`config.mk`:
```
export PLATFORM = sky130hd
export DESIGN_NAME = sort_ctrl
export DESIGN_NICKNAME = d
export VERILOG_FILES = /design/src/rtl/sort_pkg.sv /design/src/rtl/sort_cmp_unit.sv /design/src/rtl/sort_ctrl.sv
export SDC_FILE = /design/constraint.sdc
export NUM_CORES = 1
export LEC_CHECK = 0
export CORE_MARGIN = 5
export CORE_UTILIZATION = 55
export CTS_CLUSTER_SIZE = 40
export DETAILED_ROUTE_END_ITERATION = 8
export PLACE_DENSITY_LB_ADDON = 0.25
export SLEW_MARGIN = 30
export SYNTH_ARGS = -nofsm -noshare
export SYNTH_HDL_FRONTEND = slang
export SYNTH_SLANG_ARGS = --single-unit
export TNS_END_PERCENT = 10
```
`constraint.sdc`:
```
create_clock -name clk -period 6.5 [get_ports clk]
set_input_delay 0.65 -clock clk [delete_from_list [all_inputs] [get_ports clk]]
set_output_delay 0.65 -clock clk [all_outputs]
set_load 0.005 [all_outputs]
```
`src/rtl/sort_pkg.sv`:
```
// Shared types and sizing helpers for the sequential sort controller.
package sort_pkg;

  typedef enum logic [1:0] {LOAD, SORT, DRAIN} state_t;

  localparam int DEF_WIDTH = 4;
  localparam int DEF_DEPTH = 4;

  // Index width for a DEPTH-entry array; never narrower than one bit.
  function automatic int cntWidth(input int n);
    return (n <= 2) ? 1 : $clog2(n);
  endfunction

endpackage

```
`src/rtl/sort_cmp_unit.sv`:
```
// Unsigned magnitude comparator, shared by every compare step of the sorter.
module cmp_unit #(
  parameter int WIDTH = 4
) (
  input  logic [WIDTH-1:0] a,
  input  logic [WIDTH-1:0] b,
  output logic             agb,
  output logic             aeb,
  output logic             alb
);

  assign agb = (a > b);
  assign aeb = (a == b);
  assign alb = (a < b);

endmodule

```
`src/rtl/sort_ctrl.sv`:
```
// Burst sorter: loads DEPTH words, bubble-sorts them in place with one shared
// comparator (one compare-and-swap per cycle), then streams them out ascending.
module sort_ctrl
  import sort_pkg::*;
#(
  parameter int WIDTH = DEF_WIDTH,
  parameter int DEPTH = DEF_DEPTH
) (
  input  logic             clk,
  input  logic             rst,
  input  logic             in_valid,
  output logic             in_ready,
  input  logic [WIDTH-1:0] in_data,
  output logic             out_valid,
  input  logic             out_ready,
  output logic [WIDTH-1:0] out_data,
  output logic             out_last,
  output logic             busy
);

  localparam int PTR_W = cntWidth(DEPTH);
  localparam logic [PTR_W-1:0] LAST_IDX = PTR_W'(DEPTH - 1);
  localparam logic [PTR_W-1:0] LAST_CMP = PTR_W'(DEPTH - 2);

  state_t           r_state;
  logic [WIDTH-1:0] r_mem [DEPTH];
  logic [PTR_W-1:0] r_wrPtr;
  logic [PTR_W-1:0] r_j;
  logic [PTR_W-1:0] r_rdPtr;
  logic [PTR_W-1:0] r_pass;
  logic             r_inReady;
  logic             r_outValid;
  logic             r_busy;

  logic [PTR_W-1:0] w_jNext;
  logic [WIDTH-1:0] w_a;
  logic [WIDTH-1:0] w_b;
  logic             w_agb;
  logic             w_aeb;
  logic             w_alb;
  logic             w_swap;

  assign w_jNext = r_j + PTR_W'(1);
  assign w_a     = r_mem[r_j];
  assign w_b     = r_mem[w_jNext];

  cmp_unit #(.WIDTH(WIDTH)) u_cmp (
    .a   (w_a),
    .b   (w_b),
    .agb (w_agb),
    .aeb (w_aeb),
    .alb (w_alb)
  );

  // Swap only on strictly greater, so equal keys keep their load order.
  assign w_swap = w_agb & ~(w_aeb | w_alb);

  assign in_ready  = r_inReady;
  assign busy      = r_busy;
  assign out_valid = r_outValid;
  assign out_last  = r_outValid & (r_rdPtr == LAST_IDX);
  assign out_data  = r_outValid ? r_mem[r_rdPtr] : '0;

  always_ff @(posedge clk or posedge rst) begin
    if (rst) begin
      r_state    <= LOAD;
      r_wrPtr    <= '0;
      r_j        <= '0;
      r_rdPtr    <= '0;
      r_pass     <= '0;
      r_inReady  <= 1'b1;
      r_outValid <= 1'b0;
      r_busy     <= 1'b0;
      for (int i = 0; i < DEPTH; i++) r_mem[i] <= '0;
    end else begin
      case (r_state)
        LOAD: begin
          if (in_valid) begin
            r_mem[r_wrPtr] <= in_data;
            if (r_wrPtr == LAST_IDX) begin
              r_wrPtr   <= '0;
              r_j       <= '0;
              r_pass    <= '0;
              r_state   <= SORT;
              r_inReady <= 1'b0;
              r_busy    <= 1'b1;
            end else begin
              r_wrPtr <= r_wrPtr + PTR_W'(1);
            end
          end
        end
        // Fixed (DEPTH-1)^2 compares, no early exit, so latency is data independent.
        SORT: begin
          if (w_swap) begin
            r_mem[r_j]     <= w_b;
            r_mem[w_jNext] <= w_a;
          end
          if (r_j == LAST_CMP) begin
            r_j <= '0;
            if (r_pass == LAST_CMP) begin
              r_state    <= DRAIN;
              r_busy     <= 1'b0;
              r_outValid <= 1'b1;
              r_rdPtr    <= '0;
            end else begin
              r_pass <= r_pass + PTR_W'(1);
            end
          end else begin
            r_j <= w_jNext;
          end
        end
        DRAIN: begin
          if (out_ready) begin
            if (r_rdPtr == LAST_IDX) begin
              r_state    <= LOAD;
              r_outValid <= 1'b0;
              r_inReady  <= 1'b1;
              r_rdPtr    <= '0;
            end else begin
              r_rdPtr <= r_rdPtr + PTR_W'(1);
            end
          end
        end
        default: r_state <= LOAD;
      endcase
    end
  end

endmodule
```
==> flow_summary.ini, run 1 <==
[status]
status = finished, final reports clean

[cells_and_area]
postLayoutCoreUtil = 0.6416
nNetsFinal = 272
drive_gt1_frac = 0.2088
antenna_cells = 0
syn_to_final_growth_pct = 11.98
multiInputGateArea_sq_um = 1488
fillers = 350
ff_latch_area_sq_um = 726.9
instances_no_fill = 299

[sta]
final.setup.tns_ns = 0
worstMarginPinSlew_ns = 0.8065
rsz0062_at_grt = no
timing.final.crit_share = 0.5671
hold_violations = 0
final-setup-viol-count = 0
max-slew-margin-rel = 0.4612
timing.fmax_mhz = 271.3
maxSlewViolCount = 0
fin_crit_ns = 3.686
skew_ns = 0.009327

[drt]
drtAntennaViolNets = 0
drt-pass1-iter-count = 4
drc = 0
vias = 1955
via_per_inst = 6.538
drt_wl_total_microns = 5968
wl_per_cell_microns = 19.96
first_iter_violations = 230

[clocking]
cts_tree = yes
clk_path_buf_depth = 2
h-tree-depth = 2
ctsHoldBuffers = 0
cts_buffers = 5
worstSkewPairLatency_ns = 0.29
cts.repair.resized = 0
cts.sinks = 29
clockRootBuffer = clkbuf_8
cts_setup_buffers = 0
clk_pin_slew_ns = 0.07

[floorplan]
dieArea_sq_um = 5593
placementRows = 23
initial_utilization = 0.5730
die_h_microns = 74.79
ios = 16
die_w_microns = 74.79
core_area_sq_um = 4029

[hold_path]
hold_depth = 2
hold_end = in_ready$_DFFE_PP1P_
hold_start = in_ready$_DFFE_PP1P_
min_path_type = reg2reg

[setup_path]
cpMaxStageDelayCell = dfrtp_1
r2r-end = r_mem[15]$_DFFE_PP0P_
critPathArrivalTime_ns = 3.85
cp-start-kind = register
cp_common_cell = ha_1
worstSetupPathType = reg2reg
ff2ff_setup_slack_ns = 2.81
endpoint_kind = register
critical_path_required_ns = 6.66
reg2reg_depth = 10
r2r-start = r_j[0]$_DFFE_PP0P_
path_cells = clkinv_1 > ha_1 > mux4_2 > inv_1 > ha_1 > nand4_1 > a21boi_1 > a31o_4 > a21oi_4 > mux2_2
slowest_delay_ns = 0.67
crit_start = r_j[0]$_DFFE_PP0P_
crit_fanout = 14

[synth]
syn_nets = 260
postSynthCellCount = 236
synth_edf_count = 0
syn_area_sq_um = 2308
avgSynthCellArea_sq_um = 9.782
yosysSeqAreaShare = 0.3149
synthArstFlopShare = 1.000
ys_ff_latch = 29
ys.flop_type = dfrtp_1
synth_cell_types = 35
synth-warning-count = 0

[place]
gp_congestion = 0.9706
portBuffers = 15
dp_cells = 291
dp_hpwl_microns = 4503

[global_route]
grt_max_degree = 30
antenna_found_initial = 0
grt_use_total = 0.2422
grt_pass1_vias = 1875
grt_pass1_wl_microns = 9984
grt_overflow = 0

[power_and_ir_drop]
totalPowerFinal_uw = 1189
vdd_drop_max_mv = 0.2327
leakagePower_uw = 0.001113
power_density_nw_per_um2 = 460.0

[job]
drv_cap = 0
cell families (layout without fill, tap and decap cells):
logic type,count (synthesis),count (layout),share of synthesized area
and+or+nand+nor,91,91,0.1946
AOI/OAI and AO/OA,42,42,0.1442
muxes,37,37,0.2190
DFF,29,29,0.3149
buffers and inverters,21,34,0.04065
adders and majority gates,16,16,0.08672
per-layer routing:
metal,share of wire,global-route usage,vias up
met5,0,0,-
met4,0.030,0.09091,0
met3,0.096,0.06809,16
met2,0.43,0.3415,99
met1,0.44,0.3540,949
li1,-,-,891
placed cells by master (no fill, tap or decap), drive strengths merged, types with 2 or more instances in the layout:
cell,netlist,routed
clkbuf,7,7
inv,10,10
nand2,27,27
o21ai,10,10
nand2b,3,3
a22o,2,2
a22oi,12,12
a32oi,4,4
mux4,8,8
clkdlybuf4s50,0,15
dfrtp,28,28
nand3b,7,7
a21oi,8,8
nand3,31,31
and2,5,5
ha,16,16
nor2,11,11
mux2,28,28
nor2b,2,2
power breakdown:
group / internal [uW] / switching, uW / leakage (uW) / total, uW
Sequential: 235 / 89.1 / 0.000375 / 324
Clock: 125 / 72.1 / 0.0000585 / 197
Combinational: 297 / 371 / 0.000679 / 668
registers in the layout (all words and copies together) (netlist names):
signal and flops:
r_mem 16, r_rdPtr 2, r_pass 2, r_wrPtr 2, in_ready 1, busy 1, r_j 2, out_valid 1
r_state 2
synthesized netlist by cell type, types with 2 or more instances:
master	count	area, sq um
nand3_1	31	155.2
dfrtp_1	28	700.7
mux2_2	28	315.3
nand2_1	27	101.4
ha_1	16	200.2
a22oi_1	12	90.09
nor2_1	11	41.29
inv_1	10	37.54
o21ai_0	10	50.05
mux4_2	8	180.2
clkbuf_1	7	26.28
nand3b_1	7	52.55
and2_1	5	31.28
a21oi_1	4	20.02
a21oi_4	4	65.06
a32oi_1	4	35.03
nand2b_1	3	18.77
a22o_1	2	17.52
buf_4	2	15.01
nor2b_1	2	12.51
through the flow:
stage / worst slack, ns / cell area [sq um] / hold slack (ns)
after detailed placement: 2.854 / 2469 / 0.4651
after CTS: 2.850 / 2585 / 0.4743
final: 2.814 / 2585 / 0.4687
after global placement: 2.998 / 2469 / 0.4531
after floorplan: 3.376 / 2308 / 0.4493
after global routing: 2.612 / 2585 / 0.4966
final cells by class:
class | count | share of cell area
Timing Repair Buffer | 15 | 0.05808
Clock inverter | 1 | 0.01162
Sequential cell | 29 | 0.2812
Tap cell | 50 | 0.02420
Clock buffer | 7 | 0.03340
Inverter | 11 | 0.01597
Multi-Input combinational cell | 186 | 0.5755
worst max-delay path: cells and delay by family (launching register included):
family / cells / cell delay [ns]
flops: 1 / 0.67
buf+inv: 2 / 0.46
simple gates: 1 / 0.11
fa+ha+maj: 2 / 0.77
compound gates: 3 / 0.58
mux: 2 / 0.98
how the worst max path moves through the flow:
stage / end / cells past startpoint
global placement: r_mem[10]$_DFFE_PP0P_ / 10
global route: r_mem[14]$_DFFE_PP0P_ / 10
CTS: r_mem[5]$_DFFE_PP0P_ / 10
finish: r_mem[15]$_DFFE_PP0P_ / 10
floorplan: r_mem[0]$_DFFE_PP0P_ / 11
detailed placement: r_mem[5]$_DFFE_PP0P_ / 10
Power figures use the tool's default switching activity.
==> run 2: changes to the inputs <==
Clock period 6.5 ns to 3.58 ns, I/O delays scaled along.
==> flow_summary.ini, run 2 (synthesis gave the netlist of run 1 again) <==
[drt]
wl_per_cell_microns = 19.23
drt_wl_total_microns = 5807
first_iter_violations = 172
drc = 0
drt-pass1-iter-count = 5
via_per_inst = 6.454
drtAntennaViolNets = 0
vias = 1949

[job]
drv_cap = 0

[power_and_ir_drop]
totalPowerFinal_uw = 2077
leakagePower_uw = 0.001111
intPower_uw = 1122
p_clk_frac = 0.127
p_sw_uw = 955.3
vdd_drop_max_mv = 0.4468
swShare = 0.4599
power_density_nw_per_um2 = 807.4
pwr-share-comb = 0.610
pwr-share-seq = 0.263

[cells_and_area]
nNetsFinal = 275
top_register = r_mem
fillers = 359
largest_reg_flops = 16
mostFrequentLayoutCells = nand3_1 (31), mux2_2 (28), dfrtp_1 (28)
syn_to_final_growth_pct = 11.44
instances_no_fill = 302
multiInputGateArea_sq_um = 1488
layout_commonest_cell = nand3_1
antenna_cells = 0
design_area_sq_um = 2572
ff_latch_area_sq_um = 726.9
drive_gt1_frac = 0.2143

[setup_path]
critPathArrivalTime_ns = 3.14
worstSetupPathType = reg2reg
r2r-start = r_j[0]$_DFFE_PP0P_
reg2reg_depth = 10
slowest_delay_ns = 0.62
cp-start-kind = register
cpMaxStageDelayCell = mux4_2
crit_fanout = 5
cp.depth = 10
r2r-end = r_mem[1]$_DFFE_PP0P_
cp_num_buf_inv = 2
endpoint = r_mem[1]$_DFFE_PP0P_
critical_path_required_ns = 3.75
crit_start = r_j[0]$_DFFE_PP0P_
path_cells = clkinv_1 > ha_1 > mux4_2 > inv_1 > ha_1 > nand4_1 > a21boi_1 > a31o_4 > a21oi_4 > mux2_2
ff2ff_setup_slack_ns = 0.60
critical_path.top_delay_family = multiplexers
cp_common_cell = ha_1
endpoint_kind = register

[place]
gp_congestion = 0.9287
dp_hpwl_microns = 4361
place_area_sq_um = 2491
portBuffers = 15
dp_cells = 294

[status]
status = finished, final reports clean

[sta]
timing.final.crit_share = 0.8312
final-setup-viol-count = 0
rsz0062_at_grt = no
timing.fmax_mhz = 336.0
final.setup.tns_ns = 0
max-slew-margin-rel = 0.4984
hold_violations = 0
skew_ns = 0.003282
worstMarginPinSlew_ns = 0.7525
fin_crit_ns = 2.976
whs_ns = 0.4627
maxSlewViolCount = 0

[floorplan]
die_h_microns = 74.79
core_area_sq_um = 4029
die_w_microns = 74.79
initial_utilization = 0.5730
dieArea_sq_um = 5593
ios = 16
placementRows = 23

[clocking]
clk_pin_slew_ns = 0.06
ctsHoldBuffers = 0
cts_setup_buffers = 0
worstSkewPairLatency_ns = 0.28
clk_path_buf_depth = 2
clockRootBuffer = clkbuf_8
cts_tree = yes
cts_buffers = 5
cts.sinks = 29
h-tree-depth = 2
cts.repair.resized = 0

[global_route]
grt_pass1_vias = 1896
grt_max_degree = 30
grt_pass1_wl_microns = 9929
antenna_found_initial = 0
grt_overflow = 0
grt_use_total = 0.2396

[hold_path]
min_path_type = reg2reg
[run 2: cell count changes in the layout (fill, tap and decap cells not counted)]
cell	previous run	this run
clkbuf_8	6	5
clkbuf_1	1	2
buf_4	0	3
clkinv_2	0	1
bufinv_16	1	0
[run 2: worst min path at each step]
stage	startpoint	end	depth (start not counted)
2_1_floorplan	rst	busy$_DFFE_PP0P_	1
3_3_place_gp	in_ready$_DFFE_PP1P_	in_ready$_DFFE_PP1P_	2
3_5_place_dp	in_ready$_DFFE_PP1P_	in_ready$_DFFE_PP1P_	2
4_1_cts	in_ready$_DFFE_PP1P_	in_ready$_DFFE_PP1P_	2
5_1_grt	busy$_DFFE_PP0P_	busy$_DFFE_PP0P_	1
6_report	in_ready$_DFFE_PP1P_	in_ready$_DFFE_PP1P_	2
[run 2: area by class of cell]
class | count | area share
well taps | 50 | 0.02432
inverters | 11 | 0.01605
clock inverters | 1 | 0.001946
repair buffers | 18 | 0.06712
clock buffers | 7 | 0.02967
multi-input cells | 186 | 0.5783
flip-flops and latches | 29 | 0.2826
[run 2: tightest hold or removal path, delay by kind of cell, from the launching register on]
kind / cells / cell delay (ns)
DFF: 1 / 0.37
and+or+nand+nor: 2 / 0.09
[run 2: power by group through the flow]
stage          combinational [uW]  clock, uW  sequential, uW
6_report                     1270        264             547
3_5_place_dp                 1240          0             551
5_1_grt                      1380        286             564
2_1_floorplan                1000          0             500
3_3_place_gp                 1230          0             544
4_1_cts                      1250        269             546
[run 2: metal layers]
layer  track usage  share of wire  vias to the layer above
li1              -              -                      901
met1        0.3478           0.45                      932
met2        0.3629           0.45                       94
met3       0.04940          0.080                       22
met4       0.07115          0.026                        0
met5             0              0                        -
[run 2: stage by stage]
| stage | util | worst slack, ns |
|---|---|---|
| finish | 0.6385 | 0.6042 |
| global route | 0.6385 | 0.4737 |
| CTS | 0.6385 | 0.6099 |
| detailed placement | 0.6183 | 0.6270 |
| global placement | 0.6183 | 0.7075 |
| floorplan | - | 0.4562 |
